==> config.mk <==
export PLATFORM = sky130hd
export DESIGN_NAME = sd_cic_sinc3
export DESIGN_NICKNAME = d
export VERILOG_FILES = /design/src/rtl/sd_cic_sinc3.sv
export SDC_FILE = /design/constraint.sdc
export NUM_CORES = 1
export LEC_CHECK = 0
export CORE_MARGIN = 5
export CORE_UTILIZATION = 45
export DETAILED_ROUTE_END_ITERATION = 8
export SYNTH_ARGS = -nofsm -noshare
export SYNTH_HDL_FRONTEND = slang
export SYNTH_SLANG_ARGS = --single-unit
==> constraint.sdc <==
create_clock -name clk -period 14.3 [get_ports clk]
set_clock_uncertainty 0.15 [all_clocks]
set_input_delay 2.145 -clock clk [delete_from_list [all_inputs] [get_ports clk]]
set_output_delay 2.145 -clock clk [all_outputs]
set_load 0.005 [all_outputs]
==> src/rtl/sd_cic_sinc3.sv <==
// Third-order CIC (sinc3) decimator: 1-bit modulator stream in, settled 48-bit result out.
// Optional macro SD_CIC_BIPOLAR_EN selects +1/-1 input mapping with sign-extended output.
module sd_cic_sinc3 #(
    parameter int LOG2R = 6,
    parameter int W     = 3*LOG2R+2
) (
    input  logic        clk,
    input  logic        reset,
    input  logic        bit_in,
    input  logic        bit_valid,
    output logic [47:0] filtered_out,
    output logic        out_valid,
    output logic        settled
);

    localparam logic [LOG2R-1:0] DCNT_LAST = '1;

    logic [W-1:0]     x;
    logic [W-1:0]     integ_reg [3];
    logic [W-1:0]     integ_next [3];
    logic [W-1:0]     dly_reg [3];
    logic [W-1:0]     comb_next [3];
    logic [W-1:0]     i3_cap_reg;
    logic [LOG2R-1:0] dcnt_reg;
    logic             pending_reg;
    logic [1:0]       warm_reg;
    logic [47:0]      ext_next;

`ifdef SD_CIC_BIPOLAR_EN
    assign x        = bit_in ? W'(1) : '1;
    assign ext_next = {{(48-W){comb_next[2][W-1]}}, comb_next[2]};
`else
    assign x        = bit_in ? W'(1) : '0;
    assign ext_next = {{(48-W){1'b0}}, comb_next[2]};
`endif

    // Integrator chain resolves in one edge; wrap modulo 2^W is cancelled by the comb.
    genvar gi;
    generate
        for (gi = 0; gi < 3; gi++) begin : g_stage
            if (gi == 0) begin : g_first
                assign integ_next[gi] = integ_reg[gi] + x;
                assign comb_next[gi]  = i3_cap_reg - dly_reg[gi];
            end else begin : g_rest
                assign integ_next[gi] = integ_reg[gi] + integ_next[gi-1];
                assign comb_next[gi]  = comb_next[gi-1] - dly_reg[gi];
            end
        end
    endgenerate

    always_ff @(posedge clk) begin
        if (reset) begin
            for (int i = 0; i < 3; i++) begin
                integ_reg[i] <= '0;
                dly_reg[i]   <= '0;
            end
            i3_cap_reg   <= '0;
            dcnt_reg     <= '0;
            pending_reg  <= 1'b0;
            warm_reg     <= 2'd0;
            filtered_out <= '0;
            out_valid    <= 1'b0;
            settled      <= 1'b0;
        end else begin
            out_valid   <= 1'b0;
            pending_reg <= bit_valid && (dcnt_reg == DCNT_LAST);
            if (bit_valid) begin
                for (int i = 0; i < 3; i++) begin
                    integ_reg[i] <= integ_next[i];
                end
                dcnt_reg <= dcnt_reg + 1'b1;
                if (dcnt_reg == DCNT_LAST) begin
                    i3_cap_reg <= integ_next[2];
                end
            end
            // Comb runs on the clock after the decimation edge; first two results only prime the delays.
            if (pending_reg) begin
                dly_reg[0] <= i3_cap_reg;
                dly_reg[1] <= comb_next[0];
                dly_reg[2] <= comb_next[1];
                if (warm_reg[1]) begin
                    filtered_out <= ext_next;
                    out_valid    <= 1'b1;
                    settled      <= 1'b1;
                end
                if (warm_reg != 2'd3) begin
                    warm_reg <= warm_reg + 2'd1;
                end
            end
        end
    end

endmodule

==> flow_summary.ini <==
[die]
rows = 58
dieArea_um2 = 28400
pin_count = 54
core_um2 = 25000
start_util = 0.452
die_x_um = 168
fp.dieH_um = 168

[critical_path]
arrival_ns = 7.43
critPathKind = input pin to flop
start_kind = input pin
rrSetupSlack_ns = 8.05
worst_setup_path_end_kind = flop
critPathRequiredTime_ns = 14.50
cp_max_fo = 5

[grt]
grt_pass1_vias = 7456
globalRouteOverflowTotal = 0
grt_use_total = 0.146
met2_usage = 0.231
gr-max-usage-layer = met2
met1_usage = 0.210
grt_first_pass_wirelength_mm = 35.1
grt_max_degree = 61
grtUsageMet3 = 0.0232
antenna_found_initial = 0

[logic_synthesis]
synthFlopType = edfxtp_1
syn_area_um2 = 11300
ys_seq_area_frac = 0.410
synth-edff-count = 120
yosys.area.top_type = edfxtp_1
yosys_warnings = 0
avgSynthCellArea_um2 = 9.47
yosysUniqueCellTypes = 65
syn_inst = 1192
netlist_top_cells_area = edfxtp_1, ha_1, dfxtp_1
ys_ff_latch = 171
yosys.area.top_type_share = 0.319
async_flop_share = 0

[clock_network]
cts.sinks = 171
cts_hold_repair.buffers = 0
cts_buffers = 17
cts_tree = built
ctsRootBufferMaster = clkbuf_16
clk_latency_ns = 0.43
clk_path_buf_depth = 2
post_cts_buffers = 0
htree_levels = 4
postCtsResizedCells = 0
clk_pin_slew_ns = 0.07

[cells_and_area]
fin_util = 0.495
syn2layout_area_growth_pct = 9.51
drive_gt1_frac = 0.0449
final_nets = 1320
nFillCells = 2405
diodes = 0

[routing]
drc = 0
drt_first_iter_violations = 391
routed_wl_mm = 20.9
route.detailed.wl_per_inst_um = 13.5
vias_per_cell = 5.22
ant_nets = 0
num_vias = 8119
first_pass_iters = 5

[sta]
fin_crit_ns = 7.23
relSlewSlack = 0.239
hold_violations = 0
setup_viol = 0
holdWs_ns = 0.300
timing.fmax_ghz = 0.138
finalMaxSlewViolations = 0
rsz0062_at_grt = no
finalSetupTns_ns = 0
fin_crit_sh = 0.506
worstMarginPinSlew_ns = 1.14

[place]
gp_congestion = 0.849
place.port_buffers = 25
dp_hpwl_mm = 15.0

[power]
powerDensity_nw_per_um2 = 116
ir_worst_vdd_uv = 61.3
power_leakage_nw = 5.20
power_mw = 1.43

[run_status]
status = finished, final reports clean

[job]
drv_cap = 0

[min_path]
hp-class = flop to flop
[where the power goes]
group	internal, mW	switching [mW]
logic	0.165	0.230
registers	0.562	0.0116
clock network	0.247	0.215
[kinds of logic after synthesis]
logic type / synth area share
and+or+nand+nor: 0.188
AOI/OAI and AO/OA: 0.144
DFF: 0.410
buffers and inverters: 0.0572
adders and majority gates: 0.119
xor gates and xnor gates: 0.0765
muxes: 0.00543
other: 0.000332
[per-stage QoR]
step | worst slack [ns] | cells | instance area [um^2]
final | 7.07 | 1555 | 12400
after global routing | 6.61 | 1555 | 12400
after CTS | 7.05 | 1555 | 12400
after detailed placement | 6.62 | 1523 | 11800
after global placement | 6.78 | 1523 | 11800
after floorplan | 7.70 | 1219 | 11400
[cell usage after synthesis (7+ instances only)]
cell type,number
clkbuf_1,25
a21oi_1,84
buf_4,28
nor2_1,106
nand2_1,77
edfxtp_1,120
a21o_1,23
a31oi_1,7
o21a_1,14
nor2b_1,23
nand2b_1,14
and2_1,91
o21ai_0,22
nand4_1,7
ha_1,99
inv_1,87
a211oi_1,13
nor3_1,25
dfxtp_1,51
xnor2_1,66
o21ai_1,28
xor2_1,30
o21bai_1,10
nor3b_1,8
and3_1,18
nand3_1,24
[worst max-delay path, stage by stage]
cell,delay [ns]
clkdlybuf4s50_1,0.46
ha_1,0.19
ha_1,0.22
inv_1,0.05
nor3_1,0.48
nand3_1,0.17
xnor2_1,0.17
ha_1,0.35
a21o_1,0.18
a21o_1,0.17
a21oi_1,0.14
o31a_1,0.29
o21ai_1,0.11
a211oi_1,0.31
nor3_1,0.09
ha_1,0.37
o21ai_1,0.09
nand2b_1,0.11
nand2_1,0.08
o311a_1,0.38
o21ai_0,0.23
xor2_1,0.18
xnor3_1,0.26
a211oi_2,0.21
[layer usage]
metal / part of all wire / vias up / routed length, um
met4: 0.0088 / 0 / 185
met2: 0.45 / 101 / 9410
met3: 0.033 / 16 / 698
li1: - / 4165 / -
met5: 0 / - / 0
met1: 0.51 / 3837 / 10600
[worst paths after layout]
check	startpoint	endpoint	cells after the start
setup / recovery	bit_in	i3_cap_reg[19]	24
hold reg to reg	filtered_out[7]	filtered_out[7]	2
setup reg to reg	i3_cap_reg[0]	filtered_out[19]	28
hold / removal	filtered_out[7]	filtered_out[7]	2
[final cells by class]
class | instances | area [um^2] | share of cell area
multi-input combinational | 904 | 6130 | 0.496
inverter | 88 | 330 | 0.0267
timing repair buffer | 30 | 283 | 0.0229
clock inverter | 15 | 156 | 0.0127
tap | 330 | 413 | 0.0334
clock buffer | 17 | 425 | 0.0344
sequential | 171 | 4620 | 0.374
[cell usage in the layout (no fill, tap or decap), types with 13 or more instances in the layout]
cell,n
xor2_1,30
nor2_1,106
ha_1,99
dfxtp_1,51
inv_1,87
nand2_1,77
clkdlybuf4s50_1,24
xnor2_1,66
o21ai_1,28
nand3_1,24
a21oi_1,84
a21o_1,23
nor3_1,25
nand2b_1,14
a211oi_1,13
clkbuf_16,17
o21a_1,14
and3_1,18
conb_1,28
and2_1,91
o21ai_0,22
nor2b_1,21
edfxtp_1,120
No activity file was read; power rests on OpenSTA's default activity.
